<file path="src/rtl/tt_capture_pkg.sv">
// Shared types for the truth-table capture sweeper.
// State encoding, default depth, counter width helper.
package tt_capture_pkg;

  typedef enum logic [1:0] {
    IDLE,
    DRIVE,
    DONE
  } state_e;

  localparam int N_IN_DFLT = 5;
  localparam int DEPTH     = 2**N_IN_DFLT;

  // Mismatch counter must hold the full table depth.
  function automatic int cnt_width(input int n_in);
    return n_in + 1;
  endfunction

endpackage

</file>
<file path="src/rtl/tt_settle_timer.sv">
// Settle down-counter for the capture sweeper.
// Strobes on the final cycle of each held vector.
module tt_settle_timer #(
  parameter int SETTLE = 1
) (
  input  logic clk,
  input  logic rst,
  input  logic load,
  input  logic run,
  output logic strobe
);

  localparam int W = (SETTLE > 0) ? $clog2(SETTLE + 1) : 1;

  logic [W-1:0] cnt_q;
  logic [W-1:0] cnt_d;

  assign strobe = run && (cnt_q == '0);

  // Reload on a new sweep and after every sample, else count down.
  always_comb begin
    cnt_d = cnt_q;
    if (load) begin
      cnt_d = W'(SETTLE);
    end else if (run) begin
      if (cnt_q == '0) cnt_d = W'(SETTLE);
      else             cnt_d = cnt_q - 1'b1;
    end
  end

  // Counter register.
  always_ff @(posedge clk) begin
    if (rst) cnt_q <= '0;
    else     cnt_q <= cnt_d;
  end

endmodule

</file>
<file path="src/rtl/truth_table_capture.sv">
// Sweeps every minterm of a patch circuit and builds its truth table.
// Compares against a snapshot of the golden table and reports a verdict.
module truth_table_capture
  import tt_capture_pkg::*;
#(
  parameter int N_IN   = N_IN_DFLT,
  parameter int SETTLE = 1
) (
  input  logic                 clk,
  input  logic                 rst,
  input  logic                 start,
  input  logic [2**N_IN-1:0]   expected,
  output logic [N_IN-1:0]      stim,
  input  logic                 resp,
  output logic                 busy,
  output logic                 done,
  output logic [2**N_IN-1:0]   table_out,
  output logic [N_IN:0]        mismatch_cnt,
  output logic [N_IN-1:0]      first_fail,
  output logic                 first_fail_vld,
  output logic                 pass
);

  localparam int TD = 2**N_IN;
  localparam int CW = cnt_width(N_IN);

  state_e          state_q, state_d;
  logic [N_IN-1:0] idx_q, idx_d;
  logic [TD-1:0]   exp_q, exp_d;
  logic [TD-1:0]   tbl_q, tbl_d;
  logic [CW-1:0]   mc_q, mc_d;
  logic [N_IN-1:0] ff_q, ff_d;
  logic            ffv_q, ffv_d;
  logic            pass_q, pass_d;
  logic            busy_q, busy_d;
  logic            done_q, done_d;
  logic            miss;
  logic            load;
  logic            strobe;

  assign load = (state_q == IDLE) && start;

  tt_settle_timer #(
    .SETTLE (SETTLE)
  ) u_timer (
    .clk    (clk),
    .rst    (rst),
    .load   (load),
    .run    (state_q == DRIVE),
    .strobe (strobe)
  );

  // Next-state and result updates for the sweep.
  always_comb begin
    state_d = state_q;
    idx_d   = idx_q;
    exp_d   = exp_q;
    tbl_d   = tbl_q;
    mc_d    = mc_q;
    ff_d    = ff_q;
    ffv_d   = ffv_q;
    pass_d  = pass_q;
    busy_d  = busy_q;
    done_d  = 1'b0;
    miss    = 1'b0;
    unique case (state_q)
      IDLE: begin
        if (start) begin
          state_d = DRIVE;
          exp_d   = expected;
          idx_d   = '0;
          tbl_d   = '0;
          mc_d    = '0;
          ff_d    = '0;
          ffv_d   = 1'b0;
          pass_d  = 1'b0;
          busy_d  = 1'b1;
        end
      end
      DRIVE: begin
        if (strobe) begin
          tbl_d[idx_q] = resp;
          miss = resp != exp_q[idx_q];
          if (miss) mc_d = mc_q + 1'b1;
          if (miss && !ffv_q) begin
            ff_d  = idx_q;
            ffv_d = 1'b1;
          end
          if (&idx_q) begin
            state_d = DONE;
            busy_d  = 1'b0;
            done_d  = 1'b1;
            pass_d  = (mc_d == '0);
          end else begin
            idx_d = idx_q + 1'b1;
          end
        end
      end
      DONE: begin
        state_d = IDLE;
      end
      default: begin
        state_d = IDLE;
      end
    endcase
  end

  // State and result registers.
  always_ff @(posedge clk) begin
    if (rst) begin
      state_q <= IDLE;
      idx_q   <= '0;
      exp_q   <= '0;
      tbl_q   <= '0;
      mc_q    <= '0;
      ff_q    <= '0;
      ffv_q   <= 1'b0;
      pass_q  <= 1'b0;
      busy_q  <= 1'b0;
      done_q  <= 1'b0;
    end else begin
      state_q <= state_d;
      idx_q   <= idx_d;
      exp_q   <= exp_d;
      tbl_q   <= tbl_d;
      mc_q    <= mc_d;
      ff_q    <= ff_d;
      ffv_q   <= ffv_d;
      pass_q  <= pass_d;
      busy_q  <= busy_d;
      done_q  <= done_d;
    end
  end

  assign stim           = idx_q;
  assign busy           = busy_q;
  assign done           = done_q;
  assign table_out      = tbl_q;
  assign mismatch_cnt   = mc_q;
  assign first_fail     = ff_q;
  assign first_fail_vld = ffv_q;
  assign pass           = pass_q;

endmodule

</file>
<file path="config.mk">
export PLATFORM = sky130hd
export DESIGN_NAME = truth_table_capture
export DESIGN_NICKNAME = d
export VERILOG_FILES = /design/src/rtl/tt_capture_pkg.sv /design/src/rtl/tt_settle_timer.sv /design/src/rtl/truth_table_capture.sv
export SDC_FILE = /design/constraint.sdc
export NUM_CORES = 1
export LEC_CHECK = 0
export ABC_AREA = 1
export CAP_MARGIN = 5
export CORE_MARGIN = 4
export CORE_UTILIZATION = 29
export CTS_BUF_LIST = sky130_fd_sc_hd__clkbuf_8
export CTS_CLUSTER_SIZE = 14
export DETAILED_ROUTE_END_ITERATION = 7
export PLACE_DENSITY = 0.57
export SLEW_MARGIN = 20
export SYNTH_ARGS = -nofsm -noshare
export SYNTH_HDL_FRONTEND = slang
export SYNTH_SLANG_ARGS = --single-unit
</file>
<file path="constraint.sdc">
create_clock -name clk -period 3.3 [get_ports clk]
set_input_delay 0.825 -clock clk [delete_from_list [all_inputs] [get_ports clk]]
set_output_delay 0.825 -clock clk [all_outputs]
set_load 0.005 [all_outputs]
</file>
Word-level counts from Yosys, hierarchy flattened

Index checks and enable logic that the tools add are counted.

Flip-flop bits (word level): 87
Output and inout port bits: 52
Word-level logic and storage cells: 83

$add $sub $neg: 3
Eq/ne operators: 7
Mux-type cells: 40
Order comparisons: 2
Bitwise gates (word level): 3
Reductions and logical operators: 17

Operators by type and width:

| cell                | count |
|---|---|
| $mux 32             | 2 |
| $pmux 32 s2         | 1 |
| $bwmux 32           | 1 |
| $mux 6              | 5 |
| $mux 5              | 5 |
| $pmux 5 s2          | 2 |
| $mux 1              | 14 |
| $pmux 6 s2          | 1 |
| $reduce_and 4->1    | 3 |
| $ne 2x2->1 const B  | 5 |
| $add 6x1->6 const B | 1 |
| $logic_not 6->1     | 1 |
| $lt 5x6->1 const B  | 1 |
| $mux 2              | 3 |
| $pmux 1 s2          | 3 |
| $reduce_and 3->1    | 2 |
| $add 5x1->5 const B | 1 |
| $bmux 1 s5          | 1 |
| $demux 1 s5         | 1 |
| $ge 5x1->1 const B  | 1 |
| $reduce_and 5->1    | 1 |
| $logic_and 1x1->1   | 4 |
| $pmux 2 s2          | 1 |
| $reduce_bool 2->1   | 2 |
| other kinds (8)     | 10 |

Logic depth before layout (Yosys ltp)

Gate-level depths: netlist of the first run.

Depth in word-level cells: 10
Mapped depth: 18
Mapped depth without buffers: 17

Modules after synthesis

From an unflattened synthesis of the first run, not the netlist that was laid out.

Cell total of the unflattened synthesis: 611
Area total of the unflattened synthesis: 4157.7 um^2

By module, submodules not included:

| module              | times used | area each (um^2) | cells each |
|---|---|---|---|
| truth_table_capture | 1          | 4098.9           | 600 |
| tt_settle_timer     | 1          | 58.8             | 11 |

Worst setup path after synthesis of the first run

OpenSTA, ideal clock, no wires.

Path kind: input port to flip-flop
From: input start
To: register tbl_q[1], in the netlist table_out[1]
Data required time: 3166 ps
Arrival time: 1769 ps
Library setup time: 134 ps
Path slack: 1397 ps
Stages: 9
Path through: nand2_1 > inv_1 > nor2_1 > inv_2 > nand3_1 > inv_2 > buf_2 > nand2_1 > a21oi_1

Cells in the longest elaborated chain, start to end: 2

RTL lines:

| element                           | line                       | RTL |
|---|---|---|
| start, declared                   | truth_table_capture.sv:11  | `input logic start,` |
| $ne 2x2->1 (no source line)       | --                         |  |
| $reduce_and 3->1 (no source line) | --                         |  |
| end signal, assigned              | truth_table_capture.sv:125 | `tbl_q <= tbl_d;` |
| end, declared                     | truth_table_capture.sv:30  | `logic [TD-1:0] tbl_q, tbl_d;` |

Every way passes these cells.
A chain may end at the register's enable or synchronous reset.

Final worst setup path of the first run

From: register idx_q[1], in the netlist stim[1]
To: output stim[1]

RTL lines:

| element                | line                       | RTL |
|---|---|---|
| start, declared        | truth_table_capture.sv:28  | `logic [N_IN-1:0] idx_q, idx_d;` |
| start signal, assigned | truth_table_capture.sv:123 | `idx_q <= idx_d;` |
| end, declared          | truth_table_capture.sv:13  | `output logic [N_IN-1:0] stim,` |

No word-level cell between the ends.

==> flow_summary.yaml, run 1 <==
outcome:
  run_status: "finished, final reports clean"
setup_path:
  crit_path_end_kind: "output pin"
  crit_fanout: 8
  start_kind: "flop"
  worstPathRequired_ns: 2.47
  worst_ep_arrival_time_ns: 1.71
  path_class: "reg2out"
yosys:
  synth.distinct_cells: 29
  synth.cell_area_um2: 4190
  synth_seq_area_share: 0.416
  ys_warn_count: 0
  synth_fp_nets: 646
  synth-seq-cells: 87
  synth_cells: 604
  synth_top_area_share: 0.416
  avgSynthCellArea_um2: 6.93
  synth_area_leaders: "dfxtp_1 (42%), nand2_1 (13%), a21oi_1 (9.2%), o21ai_0 (7.9%), inv_1 (5.4%)"
  post-synth-top-area-cell: "dfxtp_1"
clocking:
  cts_setup_buffers: 0
  cts.clk_slew.worst_paths_ns: 0.08
  ctsResizeCount: 0
  clockRootBuffer: "clkbuf_8"
  clk_path_buf_depth: 2
  cts.sinks: 87
  ctsHoldBuffers: 0
  numCtsBuffers: 9
  cts_tree: "built"
  cts_max_level: 3
  clkLatencyLatePin_ns: 0.37
timing:
  skew_ns: 0.0126
  slew_violations: 0
  rsz0062_at_grt: "false"
  hold_violations: 0
  min_period_ns: 2.53
  fmax_mhz: 395
  max-slew-margin-rel: 0.429
  period_share: 0.768
  setup_viol: 0
  worst_pin_slew_ns: 0.855
  setup_tns_ns: 0
drt:
  routed_via_density: 4.60
  wl_per_cell_um: 13.0
  drc_errors: 0
  ant_nets: 0
  drt-initial-drc-count: 204
  vias: 3962
  first_pass_iters: 4
  routed_wl_um: 11200
pwr:
  power.leakage_nw: 2.05
  vdd_drop_max_uv: 154
  p_total_mw: 2.20
  power_density_nw_per_um2: 411
die:
  dieArea_um2: 16400
  die_h_um: 128
  num_rows: 43
  ios: 88
  die_x_um: 128
  coreArea_um2: 14000
  start_util: 0.299
grt:
  grt_max_degree: 68
  grt_pass1_wl_um: 18700
  grt_overflow: 0
  first_global_vias: 3849
  antenna_found_initial: 0
  track_usage: 0.142
layout:
  fillers: 1521
  area_delta_synth_final_pct: 28.0
  mostFrequentLayoutCell: "nand2_1"
  drive_gt1_frac: 0.0865
  finish.net_count: 719
  final_cell_mix: "nand2_1 (146), dfxtp_1 (87), clkdlybuf4s50_1 (86)"
  antenna_cells: 0
place:
  place_hpwl_um: 8070
  place_congestion: 0.823
  port_buffers: 87
flow_run:
  cap_violations: 0
hold_path:
  hp-class: "reg2reg"
==> power breakdown <==
group | total, mW | internal (mW) | switching (mW) | leakage, nW
clock network | 0.737 | 0.361 | 0.375 | 0.108
registers | 1.11 | 1.09 | 0.0226 | 0.710
logic | 0.353 | 0.132 | 0.221 | 1.23
==> registers in the layout, indices dropped and copies added (netlist names), 2 cells and up <==
signal	count
stim	5
state_q	2
mismatch_cnt	6
exp_q	32
table_out	32
first_fail	5
==> critical path, cell delays in order (launching register included) <==
cell and delay, ns:
dfxtp_1 0.56, buf_4 0.26, clkdlybuf4s50_1 0.52
==> cell type report <==
cell class | count | area [um^2] | area share
clock buffers | 10 | 138 | 0.0257
clock inverters | 6 | 52.6 | 0.00981
inverters | 65 | 244 | 0.0455
multi-input cells | 421 | 2050 | 0.382
flip-flops and latches | 87 | 1740 | 0.325
well taps | 180 | 225 | 0.0420
repair buffers | 93 | 911 | 0.170
==> synth_stat cells (all sizes together) <==
library cell and instances:
xor2 5, o21ai 68, nor3 3, a211oi 2, inv 65, clkbuf 21
nand2 164, nor2 61, ha 6, nand4 1, dfxtp 87, nand3b 1
nand3 26, nor4 2, buf 10, a21oi 82
==> final timing paths <==
kind	from	end	slack, ns	cells past startpoint
hold reg to reg	exp_q[3]	exp_q[3]	0.46	2
setup / recovery	stim[1]	stim[1]	0.77	2
setup reg to reg	stim[0]	first_fail[1]	0.83	14
hold / removal	exp_q[3]	exp_q[3]	0.46	2
==> metrics by stage <==
step	instances	util	area, um^2	hold WS (ns)	worst slack (ns)
floorplan	604	-	4190	0.429	1.40
global placement	846	0.369	5170	0.440	0.621
detailed placement	846	0.369	5170	0.448	0.551
CTS	862	0.383	5360	0.460	0.728
global route	862	0.383	5360	0.478	0.572
finish	862	0.383	5360	0.457	0.765
==> logic make-up (layout without fill, tap and decap cells) <==
logic type | Yosys count | after routing | share of synthesized area
flops | 87 | 87 | 0.416
simple gates | 258 | 258 | 0.270
buf+inv | 96 | 174 | 0.0954
compound gates | 152 | 152 | 0.190
xor+xnor | 5 | 5 | 0.0105
fa+ha+maj | 6 | 6 | 0.0179
==> metal layers <==
layer,GRT usage,share of wire,vias up
met5,0,0,-
met4,0.0356,0.0098,0
met3,0.0396,0.042,8
met2,0.228,0.48,73
met1,0.188,0.47,1804
li1,-,-,2077
(Power assumes the default switching activity.)
==> run 2: changes to the inputs <==
PLACE_DENSITY = 0.59   (was 0.57)
clock period = 2.1 ns   (was 3.3 ns; I/O delays follow)
==> run 2 against run 1 <==
Sequential power rose by 57%. Final cell count is 2.0% higher. Die area is the same. Routed wire length fell by 0.70%. Sequential share of layout area is 1.2 points lower. Count of clock-buffer cells in the layout up 1. Combinational power grew 72%. Via count increased by 3.4%. Clock power increased by 44%. Global-route usage fell by 0.61 points. Utilization is 1.6 points higher. Hold slack about the same. Largest cell class unchanged.
==> flow_summary.yaml, run 2 (synthesized netlist as in run 1, its figures left out) <==
pwr:
  pwr-share-clk: 0.311
  switchingPower_uw: 970
  internal_power_mw: 2.44
  power.leakage_nw: 2.14
  pwr-share-seq: 0.511
  vdd_drop_max_uv: 392
  power_frac_comb: 0.178
  power_density_nw_per_um2: 611
  swShare: 0.284
layout:
  mostFrequentLayoutCell: "nand2_1"
  final_area_um2: 5590
  drive_gt1_frac: 0.130
  area_delta_synth_final_pct: 33.5
  final_cell_mix: "nand2_1 (144), clkdlybuf4s50_1 (86), dfxtp_1 (84)"
  finish.net_count: 736
  instances_no_fill: 879
  antenna_cells: 0
timing:
  skew_ns: 0.00911
  min_period_ns: 1.97
  slew_violations: 0
  hold_ws_ns: 0.457
  rsz0062_at_grt: "true"
  setup_viol: 0
  period_share: 0.938
  setup_tns_ns: 0
  hold_violations: 0
  worst_pin_slew_ns: 0.380
  max-slew-margin-rel: 0.747
  fmax_mhz: 508
die:
  start_util: 0.299
  ios: 88
  dieArea_um2: 16400
  die_h_um: 128
  coreArea_um2: 14000
  die_x_um: 128
  num_rows: 43
hold_path:
  hp-class: "reg2reg"
drt:
  vias: 4098
  drt-initial-drc-count: 228
  wl_per_cell_um: 12.7
  first_pass_iters: 5
  routed_wl_um: 11100
  ant_nets: 0
  routed_via_density: 4.66
  drc_errors: 0
grt:
  antenna_found_initial: 0
  first_global_vias: 3784
  grt_overflow: 0
  grt_max_degree: 68
  track_usage: 0.136
  grt_pass1_wl_um: 17900
setup_path:
  worstPathRequired_ns: 1.57
  crit_chain: "buf_4 > clkdlybuf4s50_1"
  crit_fanout: 5
  start_kind: "flop"
  worst_ep_arrival_time_ns: 1.45
  cp_slowest_stage_delay_ns: 0.50
  cp_slowest_cell: "clkdlybuf4s50_1"
  crit_path_end_kind: "output pin"
  path_class: "reg2out"
clocking:
  clkLatencyLatePin_ns: 0.36
  clockRootBuffer: "clkbuf_8"
  cts.clk_slew.worst_paths_ns: 0.08
  numCtsBuffers: 9
  cts_tree: "built"
  clk_path_buf_depth: 2
  ctsHoldBuffers: 0
  cts_max_level: 3
  cts.sinks: 87
place:
  place_area_um2: 5330
  place_congestion: 0.784
  dp_cells: 862
  place_hpwl_um: 8250
  port_buffers: 87
flow_run:
  cap_violations: 0
outcome:
  run_status: "finished, final reports clean"
## run 2: worst max-delay path: cells and delay by family, from the launching register on
| family | cells | cell delay, ns |
|---|---|---|
| buffers and inverters | 2 | 0.68 |
| DFF | 1 | 0.40 |
## run 2: power groups by stage
| stage | sequential [mW] | clock [mW] | combinational [mW] |
|---|---|---|---|
| 2_1_floorplan | 1.78 | 0 | 0.388 |
| 3_3_place_gp | 1.78 | 0 | 0.582 |
| 3_5_place_dp | 1.78 | 0 | 0.591 |
| 4_1_cts | 1.74 | 1.10 | 0.594 |
| 5_1_grt | 1.75 | 1.18 | 0.684 |
| 6_report | 1.74 | 1.06 | 0.606 |
## run 2: what timing repair did
| item | CTS | global route |
|---|---|---|
| resized for setup | 1 | 23 |
| pin swaps | 0 | 3 |
| endpoints found under the setup margin | 1 | 16 |
| setup buffers | 0 | 1 |
## run 2: metrics by stage
step	utilization	worst slack (ns)	power [mW]
2_1_floorplan	-	0.217	2.17
3_3_place_gp	0.381	0.000728	2.36
3_5_place_dp	0.381	-0.0679	2.37
4_1_cts	0.394	0.0279	3.44
5_1_grt	0.399	-0.0311	3.62
6_report	0.399	0.130	3.41
## run 2: final timing paths
path | start | to | slack (ns) | depth (start not counted)
setup / recovery | stim[2] | stim[2] | 0.13 | 2
hold / removal | exp_q[30] | exp_q[30] | 0.46 | 2
setup reg to reg | stim[0] | first_fail[1] | 0.15 | 15
hold reg to reg | exp_q[30] | exp_q[30] | 0.46 | 2
## run 2: cell type report
cell class	instances	area, um^2
Fill cell	1460	8400
Clock buffer	11	151
Sequential cell	87	1750
Multi-Input combinational cell	421	2100
Timing Repair Buffer	110	1090
Inverter	65	249
Tap cell	180	225
Clock inverter	5	25.0
## run 2: per-layer routing
metal / GRT usage / share of wire / up-vias
met3: 0.0383 / 0.059 / 17
met5: 0 / 0 / -
li1: - / - / 2108
met2: 0.228 / 0.48 / 108
met4: 0.0449 / 0.020 / 0
met1: 0.167 / 0.44 / 1865
==> run 3: changes to the inputs <==
CTS_CLUSTER_DIAMETER = 60   (was not set)
==> results of run 3 <==
Same layout as run 2: the final DEF is identical, and so are final timing and power.
